### src/rtl/mips_bus_pkg.sv
// Shared types and defaults for the CPU memory bus arbiter.
// Optional perf counters are enabled with MIPS_BUS_ARB_PERF_EN.
package mips_bus_pkg;

    localparam int ADDR_W_DEF = 32;
    localparam int DATA_W_DEF = 32;
    localparam int CNT_W_DEF  = 32;

    localparam logic [31:0] BOOT_BASE = 32'hBFC00000;

    typedef enum logic [1:0] {
        IDLE = 2'd0,
        GNT0 = 2'd1,
        GNT1 = 2'd2
    } arb_state_t;

endpackage

### src/rtl/mips_bus_rr_pick.sv
// Two-way round-robin chooser: on a tie the master that
// was not granted most recently wins.
module mips_bus_rr_pick (
    input  logic req0,
    input  logic req1,
    input  logic last_grant,
    output logic pick,
    output logic valid
);

    always_comb begin
        pick  = 1'b0;
        valid = req0 | req1;
        unique case (1'b1)
            req0 & req1:  pick = ~last_grant;
            req1 & ~req0: pick = 1'b1;
            default:      pick = 1'b0;
        endcase
    end

endmodule

### src/rtl/mips_bus_arbiter.sv
// Two-master to one-slave bus arbiter with registered round-robin grant.
// Define MIPS_BUS_ARB_PERF_EN to add saturating perf counters.
module mips_bus_arbiter
    import mips_bus_pkg::*;
#(
    parameter int ADDR_W = ADDR_W_DEF,
    parameter int DATA_W = DATA_W_DEF,
    parameter int CNT_W  = CNT_W_DEF,
    localparam int BE_W  = DATA_W / 8
) (
    input  logic              clk,
    input  logic              rst,
    input  logic [ADDR_W-1:0] m0_address,
    input  logic              m0_read,
    input  logic              m0_write,
    input  logic [DATA_W-1:0] m0_writedata,
    input  logic [BE_W-1:0]   m0_byteenable,
    output logic [DATA_W-1:0] m0_readdata,
    output logic              m0_waitrequest,
    input  logic [ADDR_W-1:0] m1_address,
    input  logic              m1_read,
    input  logic              m1_write,
    input  logic [DATA_W-1:0] m1_writedata,
    input  logic [BE_W-1:0]   m1_byteenable,
    output logic [DATA_W-1:0] m1_readdata,
    output logic              m1_waitrequest,
    output logic [ADDR_W-1:0] s_address,
    output logic              s_read,
    output logic              s_write,
    output logic [DATA_W-1:0] s_writedata,
    output logic [BE_W-1:0]   s_byteenable,
    input  logic [DATA_W-1:0] s_readdata,
    input  logic              s_waitrequest
`ifdef MIPS_BUS_ARB_PERF_EN
    ,
    output logic [CNT_W-1:0]  perf_grant0,
    output logic [CNT_W-1:0]  perf_grant1,
    output logic [CNT_W-1:0]  perf_contend
`endif
);

    if (CNT_W < 1) begin : g_cnt_w_chk
        $error("CNT_W must be positive");
    end

    arb_state_t state;
    logic       last_grant;
    logic       req0, req1;
    logic       gnt0, gnt1;
    logic       pick, pick_valid;
    logic       done;

    assign req0 = m0_read | m0_write;
    assign req1 = m1_read | m1_write;
    assign gnt0 = (state == GNT0);
    assign gnt1 = (state == GNT1);

    mips_bus_rr_pick u_pick (
        .req0       (req0),
        .req1       (req1),
        .last_grant (last_grant),
        .pick       (pick),
        .valid      (pick_valid)
    );

    // Strobes depend only on state and master inputs, never on s_waitrequest.
    always_comb begin
        s_address    = '0;
        s_writedata  = '0;
        s_byteenable = '0;
        s_read       = 1'b0;
        s_write      = 1'b0;
        unique case (1'b1)
            gnt0: begin
                s_address    = m0_address;
                s_writedata  = m0_writedata;
                s_byteenable = m0_byteenable;
                s_read       = m0_read & ~m0_write;
                s_write      = m0_write;
            end
            gnt1: begin
                s_address    = m1_address;
                s_writedata  = m1_writedata;
                s_byteenable = m1_byteenable;
                s_read       = m1_read & ~m1_write;
                s_write      = m1_write;
            end
            default: ;
        endcase
    end

    assign done           = (s_read | s_write) & ~s_waitrequest;
    assign m0_waitrequest = ~(gnt0 & done);
    assign m1_waitrequest = ~(gnt1 & done);
    assign m0_readdata    = s_readdata;
    assign m1_readdata    = s_readdata;

    always_ff @(posedge clk or negedge rst) begin
        if (!rst) begin
            state      <= IDLE;
            last_grant <= 1'b1;
        end else begin
            unique case (state)
                IDLE: begin
                    if (pick_valid) begin
                        state      <= pick ? GNT1 : GNT0;
                        last_grant <= pick;
                    end
                end
                GNT0: begin
                    if (!req0) begin
                        state <= IDLE;
                    end else if (done) begin
                        if (req1) begin
                            state      <= GNT1;
                            last_grant <= 1'b1;
                        end else begin
                            state <= IDLE;
                        end
                    end
                end
                GNT1: begin
                    if (!req1) begin
                        state <= IDLE;
                    end else if (done) begin
                        if (req0) begin
                            state      <= GNT0;
                            last_grant <= 1'b0;
                        end else begin
                            state <= IDLE;
                        end
                    end
                end
                default: state <= IDLE;
            endcase
        end
    end

`ifdef MIPS_BUS_ARB_PERF_EN
    always_ff @(posedge clk or negedge rst) begin
        if (!rst) begin
            perf_grant0  <= '0;
            perf_grant1  <= '0;
            perf_contend <= '0;
        end else begin
            if (gnt0 && done && perf_grant0 != '1)
                perf_grant0 <= perf_grant0 + 1'b1;
            if (gnt1 && done && perf_grant1 != '1)
                perf_grant1 <= perf_grant1 + 1'b1;
            if (req0 && req1 && perf_contend != '1)
                perf_contend <= perf_contend + 1'b1;
        end
    end
`endif

endmodule

### config.mk
export PLATFORM = sky130hd
export DESIGN_NAME = mips_bus_arbiter
export DESIGN_NICKNAME = d
export VERILOG_FILES = /design/src/rtl/mips_bus_pkg.sv /design/src/rtl/mips_bus_rr_pick.sv /design/src/rtl/mips_bus_arbiter.sv
export SDC_FILE = /design/constraint.sdc
export NUM_CORES = 1
export LEC_CHECK = 0
export CORE_AREA = 2 2 121 123
export CTS_BUF_LIST = sky130_fd_sc_hd__clkbuf_8
export CTS_CLUSTER_DIAMETER = 40
export DETAILED_ROUTE_END_ITERATION = 8
export DIE_AREA = 0 0 123 125
export GPL_ROUTABILITY_DRIVEN = 0
export PLACE_DENSITY = 0.66
export SLEW_MARGIN = 30
export SYNTH_ARGS = -nofsm -noshare
export SYNTH_HDL_FRONTEND = slang
export SYNTH_SLANG_ARGS = --single-unit
export TNS_END_PERCENT = 20
### constraint.sdc
create_clock -name clk -period 2.5 [get_ports clk]
set_input_delay 0.25 -clock clk [delete_from_list [all_inputs] [get_ports clk]]
set_output_delay 0.25 -clock clk [all_outputs]
set_load 0.1 [all_outputs]
# [Yosys cells after proc, flatten, opt, wreduce, memory -nomap -nowiden]
# Cells that the tools add are included.
[word_totals] regBits=3 mem_bits_rw=0 latch_bits=0 word_cells=58 memories=0 out_inout_bits=136 rom_bits=0
[op_classes] mux=23 div_mod_pow=0 multipliers=0 reduce_logical=4 n_bitwise=18 magnitude_cmp=0 shift=0 n_addsub=0 eq_ne=11
[ops] op="$pmux 32 s2" count=2
[ops] op="$mux 2" count=7
[ops] op="$ne 2x1->1 const B" count=6
[ops] op="$mux 1" count=8
[ops] op="$pmux 4 s2" count=1
[ops] op="$reduce_and 8->1" count=1
[ops] op="$and 1x1->1" count=7
[ops] op="$not 1->1" count=7
[ops] op="$ne 3x3->1 const B" count=2
[ops] op="$pmux 1 s2" count=3
[ops] op="$pmux 2 s3" count=1
[ops] op="$or 1x1->1" count=4
[ops] op="$pmux 1 s3" count=1
[ops] op="$reduce_and 3->1" count=1
[ops] op="$reduce_bool 3->1" count=1
[ops] op="$eq 2x1->1 const B" count=1
[ops] op="$eq 2x2->1 const B" count=1
[ops] op="$logic_not 2->1" count=1
[ops] op="$ne 2x2->1 const B" count=1

# [Logic depth before layout (Yosys ltp)]
# Gate-level depths: netlist (run 1).
[depth] word_depth=8 ltp_mapped=8 depth_no_buf=7

# [Hierarchy]
# From an unflattened synthesis (run 1), not the netlist that was laid out.
[hier_totals] cells_unflattened=198 hier_area_um2=1560.2
[by_module_without_submodules] module="mips_bus_arbiter" seq_area_each_um2=76.3 cells_each=196 n_inst=1 area_each_um2=1546.5
[by_module_without_submodules] module="mips_bus_rr_pick" seq_area_each_um2=0.0 cells_each=2 n_inst=1 area_each_um2=13.8

# [Least setup slack after synthesis (run 1)]
# OpenSTA, ideal clock, no wires.
[synth_path] path_type="register to output" start="reg state[0]" end="out s_address[28]" path_stages_with_launch=8 slack_ns=-0.483 t_arrival_ns=2.733 path_buffers=3 path_cell_list="dfrtp_1 -> inv_1 -> ha_1 -> buf_2 -> buf_2 -> buf_1 -> a22oi_1 -> nor2b_1"
[synth_via] elab_chain_cells=2 word_cells_on_any_way=3 classes_between="2 x eq/ne; 1 x mux"
[synth_rtl] item="from (decl)" line_no="mips_bus_arbiter.sv:46" source="arb_state_t state;"
[synth_rtl] item="from (signal assigned)" line_no="mips_bus_arbiter.sv:106" source="state <= pick ? GNT1 : GNT0;"
[synth_rtl] item="$eq 2x2->1 / $eq 2x1->1 (equally long branches)" line_no="mips_bus_arbiter.sv:56, mips_bus_arbiter.sv:55"
[synth_rtl] item="$pmux 32 s2 (*)" line_no="mips_bus_arbiter.sv:73" source="unique case (1'b1)"
[synth_rtl] item="to (decl)" line_no="mips_bus_arbiter.sv:27" source="output logic [ADDR_W-1:0] s_address,"
# Mark *: on every way between the ends. The rest lies on a longest branch, timed or not.

# [Worst setup path after layout (run 1)]
[layout_path] start="reg state[0]" end="out s_address[8]"
# The elaborated chain is that of the path after synthesis.

==> results of run 1 <==
[cell type report]
cell class	instances	area, um^2	area share, %
inverters	2	7.507	0.1657
flip-flops and latches	3	76.32	1.685
multi-input cells	172	1262	27.87
repair buffers	220	2908	64.20
well taps	184	230.2	5.083
clock buffers	3	41.29	0.9116
clock inverters	1	3.754	0.08287
[worst max-delay path, cell delays in order, from the launching register on]
cell     delay [ns]
dfrtp_1        0.42
inv_1          0.12
ha_2           0.24
buf_4          0.35
a22oi_1        0.15
nor2b_1        0.24
buf_12         0.21
[worst paths after layout]
path / slack, ns / depth (start not counted) / to / start
min: 0.22 / 1 / state[1] / rst
max in group asynchronous: 2.06 / 1 / last_grant / rst
max: 0.27 / 6 / s_address[8] / state[0]
min in group clk: 0.50 / 0 / m0_readdata[15] / s_readdata[15]
min reg2reg: 0.57 / 1 / state[1] / state[1]
max reg2reg: 0.52 / 7 / state[0] / state[0]
[stage by stage]
step	hold WS (ns)	setup slack, ns	utilization [%]
floorplan	-0.04559	-0.2898	-
global placement	0.4426	0.5628	31.57
detailed placement	0.4478	0.4920	31.57
CTS	0.2180	0.2613	31.89
global route	0.2305	0.1332	31.89
finish	0.2186	0.2724	31.89
[registers in the layout, summed over array words and instances, names as in the netlist]
| signal | count |
|---|---|
| last_grant | 1 |
| state | 2 |
[cells in the mapped netlist]
cell      count
dfstp_2       1
nor2_1        4
nand2_1       4
or2_0         1
buf_1         7
o21ba_4       1
buf_6         1
nor2b_1      68
and2_1        1
o21ai_0       5
inv_1         2
a22o_1        1
mux2_1        2
a22oi_2       2
buf_4        65
clkbuf_1     12
dfrtp_1       2
nor2b_2       1
a211oi_1      1
nand2b_1      1
nor3_1        2
ha_1          5
o21ai_2       2
nand3_1       1
buf_2         3
nand4b_1      1
a22oi_1      68
a21oi_1       1
[logic make-up after synthesis]
group                    share of synthesized area [%]
AO/OA/AOI/OAI                                    32.80
flip-flops                                       4.067
multiplexers                                     1.200
AND/OR/NAND/NOR                                  27.00
adder cells (fa/ha/maj)                          3.333
buffers and inverters                            31.60
[layer usage]
| metal | wire length [um] | track usage, % |
|---|---|---|
| met5 | 0 | 0 |
| met2 | 4438 | 19.56 |
| met1 | 2826 | 9.738 |
| met3 | 1099 | 3.558 |
| met4 | 331 | 4.612 |
[power breakdown]
part           switching, uW  internal [uW]  total [uW]  leakage (uW)
sequential              22.8           79.1         102     0.0000358
clock                   32.8            105         137     0.0000269
combinational           4170           2390        6560       0.00152
total                   4230           2580        6800       0.00159
==> results.md, run 1 <==
* Status: finished, final reports clean
* Max rail drop VDD at just over 0.6 mV
* Yosys reg bits at 3
* Post-CTS sizing at 0
* Global-route wire length before repair at between 10 and 15 mm
* Total CTS buffers at 3
* Max-slew headroom at between 70% and 80%
* Hpwl dp at between 7 and 8 mm
* Slew @ Worst Pin at approximately 0.40 ns
* Clock latency on the worst-skew pair at between 0.2 and 0.25 ns
* Grt total ovfl at 0
* Port bufs at 214
* Detailed Route WL at a little under 9 mm
* Hold_buf cts at 0
* Power per cell area at around 1500 nW/um^2
* Setup CP Type: register to output pin
* Hold Fails Final Rpt at 0
* Final clock skew at just over 0.001 ns
* Die span in x at 123 um
* Yosys top cell area share at between 20% and 30%
* CTS tree: built
* Layout Cells excl Fill at 585
* DR WL/cell at 14.86 um
* Synth top area cells: a22oi_1 27%, buf_4 26%, nor2b_1 23%
* Fill cell count at 1471
* Total power at just under 7000 uW
* Final ANT Viol Nets at 0
* Antenna violations before repair at 0
* Vias at 2434
* Diodes inserted at 0
* FMAX at 448.9 MHz
* DP Area at 4484 um^2
* Cells after synthesis at around 270
* Setup violators final at 0
* Number of global-route vias before repair at between 2000 and 3000
* CP Launch Type: register
* Initial Utilization at between 10% and 20%
* Yosys warning count at 0
* Min-Delay Path Class: input port to asynchronous set/reset pin
* Sink Count at 3
* Minimum clock period at 2.228 ns
* Clk buf depth at 2
* Placed cells at 581
* Most common cell after layout, fill and taps aside: clkdlybuf4s50_1
* Max cap viols at 0
* Design Area, Final at between 4000 and 5000 um^2
* Fin crit share at between 80% and 90%
* Max-slew violations at 0
* DIE AREA at ~15000 um^2
* Chip Height at between 100 and 150 um
* Pin count of the biggest net entering global routing at 37
* Critical Path AT at 1.98 ns
* Total negative slack at 0 ns
* 1st-pass router iterations at 4
* Leak pwr at ~0.0016 uW
* Yosys cell types at 28
* Worst Path Required at approximately 2.3 ns
* Clk pin slew, worst setup/hold paths at ~0.03 ns
* Placeable Area at about 14000 um^2
* Row Count at 44
* DR iter-0 viols at 193
* Drt drc at 0
* CP Max Fanout at 34
* Syn_area_per_cell at 7.082 um^2
* Post-synthesis sequential area ratio at under 10%
* Post-CTS Setup Inserts at 0
* Syn Nets at 445
* Mapped Area at roughly 1900 um^2
* GRT Util Overall at between 10% and 20%
* Most frequent cells in the layout: 142 x clkdlybuf4s50_1, 72 x buf_12, 68 x a22oi_1, 56 x nor2b_1, 12 x nor2b_2
* Num ports at between 300 and 400
* RSZ-0062 raised after global routing: no
* CTS H-tree depth at 1
* Clk root buf: clkbuf_8
* Post-synth top area cell: a22oi_1
* Fraction of layout cells with a size suffix above 1 at between 20% and 30%
* Layout area overhead at 141.3%
* Vias per inst at 4.161
* Final nets at between 500 and 600
* Crit. End Element: output pin
Power figures use the tool's default switching activity.
==> inputs of run 2 (changes only) <==
--- a/config.mk
+++ b/config.mk
@@ -6,12 +6,12 @@
 export NUM_CORES = 1
 export LEC_CHECK = 0
 export CORE_AREA = 2 2 121 123
-export CTS_BUF_LIST = sky130_fd_sc_hd__clkbuf_8
 export CTS_CLUSTER_DIAMETER = 40
 export DETAILED_ROUTE_END_ITERATION = 8
 export DIE_AREA = 0 0 123 125
 export GPL_ROUTABILITY_DRIVEN = 0
 export PLACE_DENSITY = 0.66
+export REMOVE_ABC_BUFFERS = 1
 export SLEW_MARGIN = 30
 export SYNTH_ARGS = -nofsm -noshare
 export SYNTH_HDL_FRONTEND = slang
==> run 2 against run 1 <==
Sequential share of layout area hardly changed. Hold slack lost 0.0019 ns. Critical endpoint is now s_byteenable[2]. Non-clock buffer count unchanged. Total power up 1.4%. Global-route usage up 3.5 points. Fmax shrank 2.5%. Clock-buffer cell count rose by 1. Sequential cell count is the same. Routed wire length increased by 32%. Via count grew 5.2%. Utilization about the same. Final cell count stayed put.
==> results.md, run 2 (synthesized netlist as in run 1, its figures left out) <==
* Crit path max-delay cell type: dfrtp_1 (unchanged)
* Hold Fails Final Rpt at 0 (unchanged)
* Final clock skew at 0.001148 ns (was 0.001030 ns)
* Grt total ovfl at 0 (unchanged)
* Biggest regs: state (2), last_grant (1) (unchanged)
* Max-slew headroom at 72.47% (was 73.33%)
* Die span in x at 123 um (unchanged)
* Max-slew violations at 0 (unchanged)
* Max FFs per register at 2 (unchanged)
* Num ports at 311 (unchanged)
* Sink Count at 3 (unchanged)
* Fin crit share at 91.36% (was 89.10%)
* Layout Cells excl Fill at 585 (unchanged)
* Power per cell area at 1523 nW/um^2 (was 1502 nW/um^2)
* Max rail drop VDD at 0.6998 mV (was 0.6157 mV)
* Most common cell after layout, fill and taps aside: clkdlybuf4s50_1 (unchanged)
* Total CTS buffers at 3 (unchanged)
* Fraction of layout cells with a size suffix above 1 at 22.69% (was 26.18%)
* Drt drc at 0 (unchanged)
* Diodes inserted at 0 (unchanged)
* 1st-pass router iterations at 5 (was 4)
* Clk root buf: clkbuf_16 (was clkbuf_8)
* Largest reg by FF count: state (unchanged)
* Worst-path cell chain: inv_1, ha_2, buf_4, a22oi_1, nor2b_1, buf_12 (unchanged)
* Row Count at 44 (unchanged)
* Min-Delay Path Class: input port to asynchronous set/reset pin (unchanged)
* Placeable Area at 14200 um^2 (unchanged)
* Max cap viols at 0 (unchanged)
* FMAX at 437.8 MHz (was 448.9 MHz)
* DIE AREA at 15380 um^2 (unchanged)
* Antenna violations before repair at 0 (unchanged)
* Detailed Route WL at 11.46 mm (was 8.696 mm)
* Leak pwr at 0.001587 uW (about the same)
* Chip Height at 125 um (unchanged)
* DR WL/cell at 19.58 um (was 14.86 um)
* Post-route worst setup slack at 0.2161 ns (was 0.2724 ns)
* Clk buf depth at 2 (unchanged)
* Fin util at 31.88% (was 31.89%)
* Post-CTS sizing at 0 (unchanged)
* Clk pin slew, worst setup/hold paths at 0.03 ns (about the same)
* Total negative slack at 0 ns (unchanged)
* Layout area overhead at 141.3% (about the same)
* DR iter-0 viols at 97 (was 193)
* Port bufs at 214 (unchanged)
* Minimum clock period at 2.284 ns (was 2.228 ns)
* Critical Path AT at 2.03 ns (was 1.98 ns)
* CTS tree: built (unchanged)
* Hold_buf cts at 0 (unchanged)
* Initial Utilization at 13.21% (unchanged)
* Worst Path Required at 2.25 ns (about the same)
* Max incr delay on CP at 0.42 ns (about the same)
* Setup violators final at 0 (unchanged)
* Crit. End Element: output pin (unchanged)
* Post-CTS Setup Inserts at 0 (unchanged)
* GRT Util Overall at 13.77% (was 10.30%)
* Setup CP Type: register to output pin (unchanged)
* Most frequent cells in the layout: 142 x clkdlybuf4s50_1, 73 x buf_12, 68 x a22oi_1, 68 x nor2b_1 (was 142 x clkdlybuf4s50_1, 72 x buf_12, 68 x a22oi_1, 56 x nor2b_1, 12 x nor2b_2)
* CTS H-tree depth at 1 (unchanged)
* Global-route wire length before repair at 16.12 mm (was 12.72 mm)
* Vias at 2560 (was 2434)
* CP Launch Type: register (unchanged)
* RSZ-0062 raised after global routing: no (unchanged)
* Pin count of the biggest net entering global routing at 39 (was 37)
* Final ANT Viol Nets at 0 (unchanged)
* Place WS at 0.4238 ns (was 0.4920 ns)
* Final nets at 582 (unchanged)
* Hpwl dp at 9.581 mm (was 7.246 mm)
* Slew @ Worst Pin at 0.4129 ns (was 0.4001 ns)
* Number of global-route vias before repair at 2631 (was 2523)
* Clock latency on the worst-skew pair at 0.22 ns (about the same)
* Placed cells at 581 (unchanged)
* CP Max Fanout at 35 (was 34)
* Status: finished, final reports clean (unchanged)
* Vias per inst at 4.376 (was 4.161)
==> run 2: changes by cell type in the layout (fill, tap and decap cells not counted) <==
cell | previous run | this run
buf_12 | 72 | 73
buf_4 | 6 | 5
clkbuf_1 | 0 | 1
clkbuf_16 | 0 | 3
clkbuf_8 | 3 | 0
inv_1 | 3 | 2
nand2_1 | 2 | 4
nand2_2 | 2 | 0
nor2b_1 | 56 | 68
nor2b_2 | 12 | 1
nor2b_4 | 1 | 0
o21ai_2 | 1 | 2
o21ai_4 | 1 | 0
==> run 2: stage by stage <==
stage | hold slack, ns | total power [uW] | cell area [um^2]
3_3_place_gp | 0.4469 | 6630 | 4449
3_5_place_dp | 0.4475 | 6681 | 4449
4_1_cts | 0.2165 | 6953 | 4528
6_report | 0.2166 | 6898 | 4528
5_1_grt | 0.2303 | 7187 | 4528
2_1_floorplan | -0.04559 | 4218 | 1291
==> run 2: final timing paths <==
path | startpoint | end | slack (ns) | cells after the start
setup / recovery | state[0] | s_byteenable[2] | 0.22 | 6
hold / removal | rst | state[1] | 0.22 | 1
setup reg to reg | state[1] | state[0] | 0.52 | 8
hold reg to reg | state[1] | state[1] | 0.58 | 1
max in group asynchronous | rst | last_grant | 2.06 | 1
min in group clk | s_readdata[7] | m1_readdata[7] | 0.50 | 0
==> run 2: layer usage <==
metal	share of wire, %	track usage, %
met1	37	14.94
met3	19	11.72
met5	0.68	4.934
met2	42	20.77
met4	0.66	1.337
==> run 2: power by group <==
part           internal [uW]  switching (uW)  leakage [uW]  total (uW)
Sequential              78.8            20.8     0.0000358        99.6
Clock                    211            45.2     0.0000382         256
Combinational           2370            4170       0.00151        6540
==> run 2: layout make-up <==
cell class	count	area, um^2
Sequential cell	3	76.32
Timing Repair Buffer	220	2920
Multi-Input combinational cell	172	1215
Fill cell	1454	9676
Inverter	2	7.507
Clock buffer	4	78.83
Tap cell	184	230.2
==> run 2: critical path: cells and delay by family (launching register included) <==
family | cells | cell delay [ns]
flops | 1 | 0.42
buf+inv | 3 | 0.69
compound gates | 1 | 0.19
fa+ha+maj | 1 | 0.25
simple gates | 1 | 0.23
==> inputs of run 3 (changes only) <==
--- a/config.mk
+++ b/config.mk
@@ -5,12 +5,13 @@
 export SDC_FILE = /design/constraint.sdc
 export NUM_CORES = 1
 export LEC_CHECK = 0
-export CORE_AREA = 2 2 121 123
+export ABC_AREA = 1
+export CORE_AREA = 2 2 122 124
 export CTS_CLUSTER_DIAMETER = 40
 export DETAILED_ROUTE_END_ITERATION = 8
-export DIE_AREA = 0 0 123 125
+export DIE_AREA = 0 0 124 126
 export GPL_ROUTABILITY_DRIVEN = 0
-export PLACE_DENSITY = 0.66
+export PLACE_DENSITY = 0.65
 export REMOVE_ABC_BUFFERS = 1
 export SLEW_MARGIN = 30
 export SYNTH_ARGS = -nofsm -noshare
==> run 3 against run 2 <==
Sequential power is 0.4% lower. Register-to-register slack better by 0.25 ns. Global-route usage hardly changed. Fmax is 2.4% lower. Combinational power is 6.0% lower. Clock-buffer cell count stayed put. Routed wire length is 1.8% lower. Sequential share of layout area hardly changed. Via count is 8.0% higher. First-iteration DRC count is 25% lower. Worst setup slack worse by 0.056 ns. Non-clock buffer count is 1 higher. Critical endpoint is now s_address[27].
==> results.md, run 3 <==
* Max-slew violations at 0 (unchanged)
* Pin count of the biggest net entering global routing at 50 (was 39)
* Part of the power in combinational logic at 94.5% (was 94.8%)
* Status: finished, final reports clean (unchanged)
* Most frequent cells in the layout: 160 x nand2_1, 142 x clkdlybuf4s50_1, 73 x buf_12, 68 x a21oi_1, 13 x inv_1 (was 142 x clkdlybuf4s50_1, 73 x buf_12, 68 x a22oi_1, 68 x nor2b_1)
* FF-to-FF End: state[1] (was state[0])
* CP Max Fanout at 49 (was 35)
* Final ANT Viol Nets at 0 (unchanged)
* Min-Delay Path Class: input port to asynchronous set/reset pin (unchanged)
* R2r startpoint: state[0] (was state[1])
* Most common cell after layout, fill and taps aside: nand2_1 (was clkdlybuf4s50_1)
* Global-route wire length before repair at 16.06 mm (was 16.12 mm)
* Max-slew headroom at 72.94% (was 72.47%)
* M1 WL at 3.911 mm (was 4.290 mm)
* Yosys top cell area share at 32.90% (was 27.20%)
* Fraction of layout cells with a size suffix above 1 at 18.05% (was 22.69%)
* Number of global-route vias before repair at 2702 (was 2631)
* Detailed Route WL at 11.25 mm (was 11.46 mm)
* Vias at 2765 (was 2560)
* Yosys cell types at 17 (was 28)
* Synth async-reset ratio at 100.0% (unchanged)
* Main flop type after synthesis: dfrtp_1 (unchanged)
* Hold_buf cts at 0 (unchanged)
* Post-synth top area cell: nand2_1 (was a22oi_1)
* Layout area overhead at 144.6% (was 141.3%)
* 1st-pass router iterations at 4 (was 5)
* Post-CTS sizing at 0 (unchanged)
* Sequential power share at 1.5% (was 1.4%)
* Max cap viols at 0 (unchanged)
* DR iter-0 viols at 73 (was 97)
* Placeable Area at 14310 um^2 (was 14200 um^2)
* Total negative slack at 0 ns (unchanged)
* Top Layer Used: met5 (unchanged)
* Yosys warning count at 0 (unchanged)
* Largest reg by FF count: state (unchanged)
* Wire length on met3 at 2.305 mm (was 2.204 mm)
* Placed cells at 673 (was 581)
* Reg2reg path depth at 12 (was 8)
* Chip Height at 126 um (was 125 um)
* Hold Fails Final Rpt at 0 (unchanged)
* FMAX at 427.4 MHz (was 437.8 MHz)
* Row Count at 44 (unchanged)
* Biggest regs: state (2), last_grant (1) (unchanged)
* EDFF count, synth at 0 (unchanged)
* Slew @ Worst Pin at 0.4053 ns (was 0.4129 ns)
* Setup CP Type: register to output pin (unchanged)
* CTS H-tree depth at 1 (unchanged)
* Grt total ovfl at 0 (unchanged)
* Yosys reg bits at 3 (unchanged)
* Post-CTS Setup Inserts at 0 (unchanged)
* Synth cell count leaders: 160 x nand2_1, 68 x a21oi_1, 67 x buf_4 (was 68 x a22oi_1, 68 x nor2b_1, 65 x buf_4)
* Worst Path Required at 2.25 ns (about the same)
* CTS tree: built (unchanged)
* Top-count cell post-synth: nand2_1
* Vias per inst at 4.084 (was 4.376)
* Leak pwr at 0.001701 uW (was 0.001587 uW)
* Mapped Area at 1826 um^2 (was 1877 um^2)
* Setup violators final at 0 (unchanged)
* Clk buf depth at 2 (unchanged)
* Num ports at 311 (unchanged)
* Diodes inserted at 0 (unchanged)
* Antenna violations before repair at 0 (unchanged)
* Synth top area cells: nand2_1 33%, buf_4 28%, a21oi_1 19% (was a22oi_1 27%, buf_4 26%, nor2b_1 23%)
* Complex-gate fraction of the synthesized area at 20.63% (was 32.80%)
* Post-synthesis sequential area ratio at 4.181% (was 4.067%)
* GRT Util Overall at 13.81% (was 13.77%)
* Minimum clock period at 2.340 ns (was 2.284 ns)
* Critical Path AT at 2.09 ns (was 2.03 ns)
* Post-Synth Adder-Cell Area at 3.427% (was 3.333%)
* Beginning of the critical path: state[0] (unchanged)
* CP Launch Type: register (unchanged)
* Clk pwr share at 4.0% (was 3.7%)
* Power per cell area at 1458 nW/um^2 (was 1523 nW/um^2)
* Clk pin slew, worst setup/hold paths at 0.03 ns (about the same)
* Switching Fraction at 65.31% (was 61.44%)
* Layout Cells excl Fill at 677 (was 585)
* Cells after synthesis at 355 (was 265)
* Internal cell power at 2258 uW (was 2659 uW)
* DIE AREA at 15620 um^2 (was 15380 um^2)
* Max rail drop VDD at 0.6157 mV (was 0.6998 mV)
* Simple-gate share of the synthesized area at 35.92% (was 27.00%)
* Met2 WL at 4.850 mm (was 4.807 mm)
* Critical Path End: s_address[27] (was s_byteenable[2])
* Final clock skew at 0.0008006 ns (was 0.001148 ns)
* Hpwl dp at 9.161 mm (was 9.581 mm)
* Worst hold margin at 0.2081 ns (was 0.2166 ns)
* Fin crit share at 93.59% (was 91.36%)
* Fin util at 31.20% (was 31.88%)
* RSZ-0062 raised after global routing: no (unchanged)
* Die span in x at 124 um (was 123 um)
* Clk root buf: clkbuf_16 (unchanged)
* Sink Count at 3 (unchanged)
* Drt drc at 0 (unchanged)
* Reg2Reg Setup Slack at 0.77 ns (was 0.52 ns)
* Port bufs at 214 (unchanged)
* Final nets at 674 (was 582)
* Combinational family with the most area after synthesis: simple AND/OR/NAND/NOR gates (was compound AO/OA/AOI/OAI gates)
* Post-Synth XOR/XNOR Area at 0% (unchanged)
* Total CTS buffers at 3 (unchanged)
* Crit. End Element: output pin (unchanged)
* Max FFs per register at 2 (unchanged)
* Syn_area_per_cell at 5.142 um^2 (was 7.082 um^2)
* Mux share of post-synthesis cell area at 0% (was 1.200%)
* DR WL/cell at 16.62 um (was 19.58 um)
* Clock latency on the worst-skew pair at 0.22 ns (about the same)
* Net Switching at 4251 uW (was 4238 uW)
* Initial Utilization at 12.75% (was 13.21%)
run 3: cell types whose count changed after synthesis, sizes merged, moves of 2 or more:
cell,before,now
nand2,4,163
a22oi,70,0
nor2b,69,0
a21oi,1,68
inv,2,14
clkbuf,12,6
buf,76,81
nand3,1,5
mux2,2,0
nor3,2,0
run 3: kinds of logic after synthesis:
group | Yosys count
and+or+nand+nor | 171
buffers and inverters | 101
DFF | 3
adders and majority gates | 5
AOI/OAI and AO/OA | 75
run 3: cell type report:
type                            instances  area, um^2
Clock buffer                            4       78.83
Fill cell                            1521        9848
Inverter                               14       52.55
Multi-Input combinational cell        251        1100
Sequential cell                         3       76.32
Tap cell                              184       230.2
Timing Repair Buffer                  221        2928
run 3: worst min-delay path by stage:
stage	startpoint	end	slack (ns)
2_1_floorplan	rst	state[0]	-0.05
3_3_place_gp	rst	state[1]	0.44
3_5_place_dp	rst	state[0]	0.44
4_1_cts	rst	state[1]	0.20
5_1_grt	rst	state[0]	0.22
6_report	rst	state[1]	0.21
run 3: metal layers:
layer  vias to the layer above  global-route usage, %
met5                         -                  5.921
met4                         4                  2.710
met3                         8                  12.64
met2                       256                  20.39
met1                      1173                  14.18
li1                       1324                      -
run 3: stage by stage:
stage	setup slack, ns	power, uW	area, um^2
CTS	0.1372	6580	4466
detailed placement	0.3742	6315	4387
floorplan	-1.134	3862	1224
global route	0.007842	6811	4466
finish	0.1602	6509	4466
global placement	0.4274	6288	4387
run 3: worst max-delay path, stage by stage (launching register included):
cell	delay [ns]
dfrtp_1	0.41
inv_1	0.09
ha_1	0.38
inv_2	0.20
buf_12	0.24
a21oi_1	0.28
buf_12	0.22
run 3: power groups by stage:
stage	logic, uW	clock network [uW]	registers, uW
2_1_floorplan	3770	0	93.8
5_1_grt	6440	273	103
3_5_place_dp	6210	0	100
4_1_cts	6220	264	99.9
6_report	6150	257	99.2
3_3_place_gp	6190	0	99.4
